### src/rtl/kf8088_bus_cycle_gen_pkg.sv
// Shared definitions for the KFPC-XT bus-cycle initiator: status codes,
// bus-state encoding and read/write classification helpers.
package kf8088_pkg;

    localparam int unsigned STATUS_W = 3;
    localparam int unsigned ADDR_W   = 20;
    localparam int unsigned DATA_W   = 8;

    localparam logic [STATUS_W-1:0] STATUS_INTA      = 3'b000;
    localparam logic [STATUS_W-1:0] STATUS_IO_READ   = 3'b001;
    localparam logic [STATUS_W-1:0] STATUS_IO_WRITE  = 3'b010;
    localparam logic [STATUS_W-1:0] STATUS_HALT      = 3'b011;
    localparam logic [STATUS_W-1:0] STATUS_CODE      = 3'b100;
    localparam logic [STATUS_W-1:0] STATUS_MEM_READ  = 3'b101;
    localparam logic [STATUS_W-1:0] STATUS_MEM_WRITE = 3'b110;
    localparam logic [STATUS_W-1:0] STATUS_PASSIVE   = 3'b111;

    typedef enum logic [2:0] {
        BUS_IDLE = 3'd0,
        BUS_T1   = 3'd1,
        BUS_T2   = 3'd2,
        BUS_T3   = 3'd3,
        BUS_TW   = 3'd4,
        BUS_T4   = 3'd5
    } bus_state_t;

    function automatic logic is_write(input logic [STATUS_W-1:0] cycle_type);
        return (cycle_type == STATUS_IO_WRITE) || (cycle_type == STATUS_MEM_WRITE);
    endfunction

    function automatic logic is_read(input logic [STATUS_W-1:0] cycle_type);
        return (cycle_type == STATUS_INTA) || (cycle_type == STATUS_IO_READ) ||
               (cycle_type == STATUS_CODE) || (cycle_type == STATUS_MEM_READ);
    endfunction

endpackage

### src/rtl/kf8088_bus_cycle_gen_if.sv
// Request/acknowledge and 8088 bus-side signals of the bus-cycle initiator.
interface kf8088_bus_cycle_gen_if;
    import kf8088_pkg::*;

    logic                request;
    logic                request_ready;
    logic [STATUS_W-1:0] request_type;
    logic [ADDR_W-1:0]   request_address;
    logic [DATA_W-1:0]   request_write_data;
    logic [STATUS_W-1:0] processor_status;
    logic [ADDR_W-1:0]   address;
    logic [DATA_W-1:0]   data_out;
    logic                data_out_enable;
    logic [DATA_W-1:0]   data_in;
    logic                ready;
    logic                acknowledge;
    logic [DATA_W-1:0]   read_data;

    modport master (
        input  request, request_type, request_address, request_write_data,
        input  data_in, ready,
        output request_ready, processor_status, address, data_out,
        output data_out_enable, acknowledge, read_data
    );

    modport slave (
        output request, request_type, request_address, request_write_data,
        output data_in, ready,
        input  request_ready, processor_status, address, data_out,
        input  data_out_enable, acknowledge, read_data
    );

endinterface

### src/rtl/kf8088_bus_cycle_gen.sv
// 8088-style bus-cycle initiator: sequences T1..T4 with wait states and
// drives the active-low status lines decoded by the 8288.
module kf8088_bus_cycle_gen
    import kf8088_pkg::*;
#(
    parameter int unsigned WAIT_STATES = 0
) (
    input  logic                   clock,
    input  logic                   reset,
    kf8088_bus_cycle_gen_if.master bus
);

    localparam int unsigned CNT_W = (WAIT_STATES == 0) ? 1 : $clog2(WAIT_STATES + 1);

    bus_state_t          r_state;
    bus_state_t          w_state_next;
    logic [CNT_W-1:0]    r_wait;
    logic [STATUS_W-1:0] r_type;
    logic [STATUS_W-1:0] r_status;
    logic [ADDR_W-1:0]   r_address;
    logic [DATA_W-1:0]   r_data_out;
    logic                r_data_out_enable;
    logic                r_acknowledge;
    logic [DATA_W-1:0]   r_read_data;

    logic                w_request_ready;
    logic                w_accept;
    logic                w_enter_t4;
    logic                w_wait_dec;
    logic [STATUS_W-1:0] w_type_next;
    logic [STATUS_W-1:0] w_status_next;
    logic                w_data_out_enable_next;

    assign w_request_ready = (r_state == BUS_IDLE) || (r_state == BUS_T4);

    // State register
    always_ff @(posedge clock or posedge reset) begin
        if (reset) begin
            r_state <= BUS_IDLE;
        end else begin
            r_state <= w_state_next;
        end
    end

    // Next-state and next-output decode
    always_comb begin
        w_state_next           = r_state;
        w_enter_t4             = 1'b0;
        w_wait_dec             = 1'b0;
        w_accept               = bus.request && w_request_ready &&
                                 (bus.request_type != STATUS_PASSIVE);
        w_type_next            = w_accept ? bus.request_type : r_type;
        w_status_next          = STATUS_PASSIVE;
        w_data_out_enable_next = 1'b0;

        case (r_state)
            BUS_IDLE: begin
                if (w_accept) begin
                    w_state_next = BUS_T1;
                end
            end
            BUS_T1: w_state_next = BUS_T2;
            BUS_T2: w_state_next = BUS_T3;
            BUS_T3, BUS_TW: begin
                // Halt never waits; other cycles drain the forced count, then honour ready
                if ((r_type == STATUS_HALT) || ((r_wait == '0) && bus.ready)) begin
                    w_state_next = BUS_T4;
                    w_enter_t4   = 1'b1;
                end else begin
                    w_state_next = BUS_TW;
                    w_wait_dec   = (r_wait != '0);
                end
            end
            BUS_T4: begin
                w_state_next = w_accept ? BUS_T1 : BUS_IDLE;
            end
            default: w_state_next = BUS_IDLE;
        endcase

        case (w_state_next)
            BUS_T1, BUS_T2, BUS_T3, BUS_TW: w_status_next = w_type_next;
            default:                        w_status_next = STATUS_PASSIVE;
        endcase

        case (w_state_next)
            BUS_T2, BUS_T3, BUS_TW, BUS_T4: w_data_out_enable_next = is_write(w_type_next);
            default:                        w_data_out_enable_next = 1'b0;
        endcase
    end

    // Cycle context, wait counter and registered bus outputs
    always_ff @(posedge clock or posedge reset) begin
        if (reset) begin
            r_type            <= STATUS_PASSIVE;
            r_wait            <= '0;
            r_status          <= STATUS_PASSIVE;
            r_address         <= '0;
            r_data_out        <= '0;
            r_data_out_enable <= 1'b0;
            r_acknowledge     <= 1'b0;
            r_read_data       <= '0;
        end else begin
            if (w_accept) begin
                r_type     <= bus.request_type;
                r_address  <= bus.request_address;
                r_data_out <= bus.request_write_data;
                r_wait     <= CNT_W'(WAIT_STATES);
            end else if (w_wait_dec) begin
                r_wait <= r_wait - CNT_W'(1);
            end

            if (w_enter_t4 && is_read(r_type)) begin
                r_read_data <= bus.data_in;
            end

            r_status          <= w_status_next;
            r_data_out_enable <= w_data_out_enable_next;
            r_acknowledge     <= (w_state_next == BUS_T4);
        end
    end

    assign bus.request_ready    = w_request_ready;
    assign bus.processor_status = r_status;
    assign bus.address          = r_address;
    assign bus.data_out         = r_data_out;
    assign bus.data_out_enable  = r_data_out_enable;
    assign bus.acknowledge      = r_acknowledge;
    assign bus.read_data        = r_read_data;

endmodule

### src/flat_wrapper.sv
// flat-port wrapper written by rule: the top's interface ports become plain ports
module kf8088_bus_cycle_gen_flat import kf8088_pkg::*;
#(
    parameter int unsigned WAIT_STATES = 0
)
  (clock, reset, bus_request, bus_request_type, bus_request_address, bus_request_write_data, bus_data_in, bus_ready, bus_request_ready, bus_processor_status, bus_address, bus_data_out, bus_data_out_enable, bus_acknowledge, bus_read_data);
  kf8088_bus_cycle_gen_if bus_i ();
  input  logic clock;
  input  logic reset;
  input wire logic [$bits(bus_i.request)-1:0] bus_request;
  input wire logic [$bits(bus_i.request_type)-1:0] bus_request_type;
  input wire logic [$bits(bus_i.request_address)-1:0] bus_request_address;
  input wire logic [$bits(bus_i.request_write_data)-1:0] bus_request_write_data;
  input wire logic [$bits(bus_i.data_in)-1:0] bus_data_in;
  input wire logic [$bits(bus_i.ready)-1:0] bus_ready;
  output wire logic [$bits(bus_i.request_ready)-1:0] bus_request_ready;
  output wire logic [$bits(bus_i.processor_status)-1:0] bus_processor_status;
  output wire logic [$bits(bus_i.address)-1:0] bus_address;
  output wire logic [$bits(bus_i.data_out)-1:0] bus_data_out;
  output wire logic [$bits(bus_i.data_out_enable)-1:0] bus_data_out_enable;
  output wire logic [$bits(bus_i.acknowledge)-1:0] bus_acknowledge;
  output wire logic [$bits(bus_i.read_data)-1:0] bus_read_data;
  assign bus_i.request = bus_request;
  assign bus_i.request_type = bus_request_type;
  assign bus_i.request_address = bus_request_address;
  assign bus_i.request_write_data = bus_request_write_data;
  assign bus_i.data_in = bus_data_in;
  assign bus_i.ready = bus_ready;
  assign bus_request_ready = bus_i.request_ready;
  assign bus_processor_status = bus_i.processor_status;
  assign bus_address = bus_i.address;
  assign bus_data_out = bus_i.data_out;
  assign bus_data_out_enable = bus_i.data_out_enable;
  assign bus_acknowledge = bus_i.acknowledge;
  assign bus_read_data = bus_i.read_data;
  kf8088_bus_cycle_gen #(.WAIT_STATES(WAIT_STATES)) u_core (.clock(clock), .reset(reset), .bus(bus_i));
endmodule
### config.mk
export PLATFORM = sky130hd
export DESIGN_NAME = kf8088_bus_cycle_gen_flat
export DESIGN_NICKNAME = d
export VERILOG_FILES = /design/src/rtl/kf8088_bus_cycle_gen_pkg.sv /design/src/rtl/kf8088_bus_cycle_gen_if.sv /design/src/rtl/kf8088_bus_cycle_gen.sv /design/src/flat_wrapper.sv
export SDC_FILE = /design/constraint.sdc
export NUM_CORES = 1
export LEC_CHECK = 0
export ABC_AREA = 1
export BUFFER_PORTS_ARGS = -buffer_cell sky130_fd_sc_hd__buf_2
export CORE_MARGIN = 2
export CORE_UTILIZATION = 40
export DETAILED_ROUTE_END_ITERATION = 10
export PLACE_DENSITY = 0.74
export SKIP_CTS_REPAIR_TIMING = 1
export SYNTH_ARGS = -nofsm -noshare
export SYNTH_HDL_FRONTEND = slang
export SYNTH_SLANG_ARGS = --single-unit
### constraint.sdc
create_clock -name clock -period 1.8 [get_ports clock]
set_input_delay 0.09 -clock clock [delete_from_list [all_inputs] [get_ports clock]]
set_output_delay 0.09 -clock clock [all_outputs]
set_load 0.01 [all_outputs]
Yosys cells after proc, flatten, opt, wreduce, memory -nomap -nowiden
Cells that the tools add are included.
{"block": "totals", "register_bits": 48, "inputBits": 43, "out_inout_bits": 42, "word_cells": 57}
{"block": "op_classes", "n_addsub": 1, "eq_ne": 17, "n_mux": 13, "n_bitwise": 1, "reduce_logical": 16}
{"operator": "equality test 3 bit, second input constant", "n": 7}
{"operator": "equality test 3 x 2 -> 1 bit, second input constant", "n": 6}
{"operator": "one-hot mux 3 bit (5 select lines)", "n": 1}
{"operator": "equality test 3 x 1 -> 1 bit, second input constant", "n": 3}
{"operator": "two-way mux 1 bit", "n": 9}
{"operator": "two-way mux 3 bit", "n": 3}
{"operator": "OR reduction 4 bit", "n": 2}
{"operator": "zero test 3 bit", "n": 2}
{"operator": "logical OR 1 bit", "n": 6}
{"operator": "logical AND 1 bit", "n": 4}
{"operator": "inequality test 3 bit, second input constant", "n": 1}
{"operator": "nonzero test 2 bit", "n": 1}
{"operator": "OR reduction 2 bit", "n": 1}
{"operator": "inverter 1 bit", "n": 1}
{"operator": "subtractor 1 bit, second input constant", "n": 1}

Depth between registers and ports, before layout
{"block": "logic_depth", "word_depth": 9, "mapped_depth": 10}

Worst setup path after synthesis
No wires, ideal clock.
{"block": "synth_timing", "kind": "reg-to-reg", "start": "reg u_core.r_state[2]", "end": "reg u_core.r_address[12] (netlist: u_core.bus.address[12])", "setup_ps": 116, "arrival_time_ps": 1127, "required_time_ps": 1684, "slack_ps": 556, "stages_incl_launch_ff": 9, "path_buffers": 2, "cell_sequence": "dfrtp_1 -> nor2_2 -> nor2_4 -> nand2_4 -> inv_2 -> buf_6 -> buf_6 -> nand2_1 -> nand2_1"}
{"block": "synth_between", "elab_chain_len": 4, "elab_cells_between_ends": 5}
{"item": "start: declaration", "line": "kf8088_bus_cycle_gen.sv:15", "rtl": "bus_state_t r_state;"}
{"item": "start signal: assignment", "line": "kf8088_bus_cycle_gen.sv:41", "rtl": "r_state <= w_state_next;"}
{"item": "equality test 3 bit or zero test 3 bit (tied branches)", "line": "kf8088_bus_cycle_gen.sv:34", "rtl": "assign w_request_ready = (r_state == BUS_IDLE) || (r_state == BUS_T4);"}
{"item": "logical OR 1 bit (*)", "line": "kf8088_bus_cycle_gen.sv:34"}
{"item": "via bus_request_ready", "line": "flat_wrapper.sv:16", "rtl": "output wire logic [$bits(bus_i.request_ready)-1:0] bus_request_ready;"}
{"item": "logical AND 1 bit (*) (2 in a row)", "line": "kf8088_bus_cycle_gen.sv:50", "rtl": "w_accept = bus.request && w_request_ready &&"}
{"item": "end signal: assignment", "line": "kf8088_bus_cycle_gen.sv:105", "rtl": "r_address <= bus.request_address;"}
{"item": "end: declaration", "line": "kf8088_bus_cycle_gen.sv:20", "rtl": "logic [ADDR_W-1:0] r_address;"}
The timed path passes the listed nets; every way through them passes the cells marked *.
A chain may end at the register's enable or synchronous reset.

Worst setup path in the final report
{"block": "layout_timing", "start": "reg u_core.r_state[2]", "end": "reg u_core.r_address[4] (netlist: u_core.bus.address[4])"}
{"block": "layout_between", "elab_chain_len": 4, "elab_cells_between_ends": 5}
{"item": "equality test 3 bit or zero test 3 bit (tied branches)", "line": "kf8088_bus_cycle_gen.sv:34"}
{"item": "logical OR 1 bit (*)", "line": "kf8088_bus_cycle_gen.sv:34"}
{"item": "logical AND 1 bit (*) (2 in a row)", "line": "kf8088_bus_cycle_gen.sv:50"}
Mark *: on every way between the ends. The rest lies on a longest branch, timed or not.

==> summary.md <==
| Metric | Value |
|---|---|
| Outcome | finished, violations left |
| Failing checks | negative hold slack |
| Top-count cell post-synth | nand2_1 |
| Slew Viols, Final | 0 |
| Post-synth top cells | 108 x nand2_1, 42 x dfrtp_1, 19 x inv_1, 9 x o21ai_2, 6 x dfstp_2 |
| I/O Pins | 85 |
| Hold endpoint | u_core.bus.address[8] |
| Largest net degree at the start of global routing | 49 |
| Crit path DAT | 1.70 ns |
| Clock Skews | 0.00669 ns |
| Fin crit period | 1.47 ns |
| Worst hold path cell count | 3 |
| DP Area | 2410 sq um |
| Layout cells sized above 1 | 37.5% |
| CP startpoint kind | register |
| Hold Path Class | in -> reg |
| Ys async rst share | 100% |
| Via count | 1,668 |
| Slew @ Worst Pin | 0.581 ns |
| Worst Setup End Kind | register |
| Worst path required time | 2.03 ns |
| Fill cells | 446 |
| Area growth syn-to-layout | 38.1% |
| Setup Slack @ Placement | 0.295 ns |
| Core area | 4720 sq um |
| Via density per instance | 4.34 |
| VDD IR max | 0.790 mV |
| Final worst slack | 0.326 ns |
| Util after Layout | 57.0% |
| Post-DP HPWL | 3.03 mm |
| Vias in the first global route | 1,586 |
| Row count | 25 |
| Clock buffer depth | 2 |
| Reg-to-reg endpoint | u_core.bus.address[4] |
| DIE HEIGHT | 73.8 um |
| Sequential share of the synthesized area | 62.0% |
| Post-synth EDFFs | 0 |
| Met1 Use GR | 19.6% |
| Design area | 2690 sq um |
| Clk Latency, worst-skew pair | 0.29 ns |
| Reg2Reg Setup Slack | 0.33 ns |
| Slowest stage cell, crit path | dfrtp_1 |
| Reg2Reg Depth | 7 |
| Hold slack | -0.00171 ns |
| CTS root buffer | clkbuf_8 |
| HP Start | bus_request_address[8] |
| Post-synth top area share | 53.9% |
| Clock Sink Count | 48 |
| ANT cells | 0 |
| Top post-synthesis cells by area | dfrtp_1 54%, nand2_1 21%, dfstp_2 8.1%, o21ai_2 4.0%, inv_1 3.7% |
| Routability cong. | 0.761 |
| Distinct cells, synth | 18 |
| FF-to-FF Start | u_core.r_state[2] |
| Post-Synthesis Cells | 213 |
| Final worst-path cycle share | 81.9% |
| Port bufs | 84 |
| DRC | 0 |
| Final hold violations | 2 |
| Critical path's largest stage delay | 0.42 ns |
| Post-layout nets | 360 |
| Clk pin slew, worst setup/hold paths | 0.07 ns |
| Routed Antenna Nets | 0 |
| First-pass GRT wire length | 6.80 mm |
| Post-Syn Area per Cell | 9.15 sq um |
| Initial drt markers | 80 |
| Initial antenna violation count | 0 |
| Congestion Overflow GR | 0 |
| Tot GR Track Use | 16.7% |
| Maximum clock rate | 0.678 GHz |
| Crit path max fanout | 29 |
| Yosys reg bits | 48 |
| Ys Warns | 0 |
| Pwr Density | 1630 nW/um^2 |
| Total Wirelength | 4.30 mm |
| Syn_nets | 256 |
| Max Cap Viol | 0 |
| M3 GR Usage | 5.90% |
| Post-synth top flop | dfrtp_1 |
| CTS Buf Count | 5 |
| Post-Syn Area | 1950 sq um |
| Worst-path cell chain | nand2_2 > nand2_2 > nor2_4 > nand2_4 > inv_2 > nand2_1 > nand2_1 |
| Worst setup path category | reg -> reg |
| Initial Util | 41.3% |
| Global-route layer with the greatest usage | met2 |
| TritonCTS clock tree | yes |
| Leakage | 1.56 nW |
| Post-synth top area cell | dfrtp_1 |
| RSZ-0062 raised after global routing | no |
| Worst rel slew slack | 61.3% |
| Count of final setup violators | 0 |
| H-Tree Depth | 2 |
| Wire per inst | 11.2 um |
| Die area | 5450 sq um |
| Post-route setup TNS | 0 ns |
| M2 GR Usage | 28.3% |
| Chip Width | 73.8 um |
| Drt pass-1 iters | 4 |
==> through the flow <==
stage	instances	power, mW
2_1_floorplan	213	3.08
3_3_place_gp	359	3.65
3_5_place_dp	359	3.75
4_1_cts	366	4.43
5_1_grt	384	4.77
6_report	384	4.38
==> cell usage in the layout, fill, tap and decap left out <==
| cell | synthesis | final |
|---|---|---|
| buf_2 | 4 | 84 |
| buf_4 | 0 | 2 |
| inv_2 | 4 | 5 |
| inv_1 | 19 | 18 |
| nand3_4 | 1 | 1 |
| nor3_1 | 1 | 1 |
| dfrtp_1 | 42 | 42 |
| nand2_1 | 108 | 108 |
| nor2_2 | 1 | 1 |
| nor2_4 | 1 | 1 |
| nand3_1 | 5 | 5 |
| nand2_4 | 1 | 1 |
| nand3b_1 | 1 | 1 |
| o21ai_2 | 9 | 9 |
| nand2_2 | 2 | 2 |
| dfstp_2 | 6 | 6 |
| o21ai_0 | 1 | 1 |
| nor2_1 | 4 | 4 |
| clkbuf_8 | 0 | 7 |
| dlygate4sd3_1 | 0 | 18 |
==> sequential cells by signal, indices dropped and copies added, names as in the netlist <==
| register | cells |
|---|---|
| u_core.r_type | 3 |
| u_core.bus.address | 20 |
| u_core.bus.acknowledge | 1 |
| u_core.bus.data_out | 8 |
| u_core.r_wait | 1 |
| u_core.bus.processor_status | 3 |
| u_core.bus.read_data | 8 |
| u_core.r_state | 3 |
| u_core.bus.data_out_enable | 1 |
==> critical path, delay by kind of cell (launching register included) <==
kind,cells,cell delay (ns)
and+or+nand+nor,6,0.61
DFF,1,0.42
buffers and inverters,1,0.38
==> power breakdown <==
part	switching, mW	internal, mW
Sequential	0.259	1.61
Combinational	1.13	0.722
Clock	0.318	0.342
Total	1.71	2.67
==> layout make-up <==
cell class	instances	area (sq um)	share of cell area [%]
clock buffers	7	96.3	3.58
multi-input cells	135	601	22.3
flip-flops and latches	48	1210	44.9
inverters	23	86.3	3.21
repair buffers	104	616	22.9
well taps	67	83.8	3.11
==> worst max path at each step <==
stage                                  from                     end  slack, ns  depth (start not counted)
after floorplan           u_core.r_state[2]  u_core.bus.address[12]       0.56                          8
after global placement    u_core.r_state[2]   u_core.bus.address[1]       0.38                          7
after detailed placement  u_core.r_state[2]  u_core.bus.data_out[0]       0.30                          7
after CTS                 u_core.r_state[2]   u_core.bus.address[7]       0.30                          7
after global routing      u_core.r_state[2]  u_core.bus.address[11]       0.17                          7
final                     u_core.r_state[2]   u_core.bus.address[4]       0.33                          7
==> kinds of logic (layout without fill, tap and decap cells) <==
family	after synthesis	after routing	share of synthesized area [%]
AOI/OAI and AO/OA	10	10	4.30
buffers and inverters	30	134	7.19
DFF	48	48	62.0
and+or+nand+nor	125	125	26.5
==> metal layers <==
metal / wire [um] / share of wire (%)
met1: 1850 / 43
met2: 2170 / 50
met3: 214 / 5.0
met4: 71 / 1.7
met5: 0 / 0
Power figures use the tool's default switching activity.
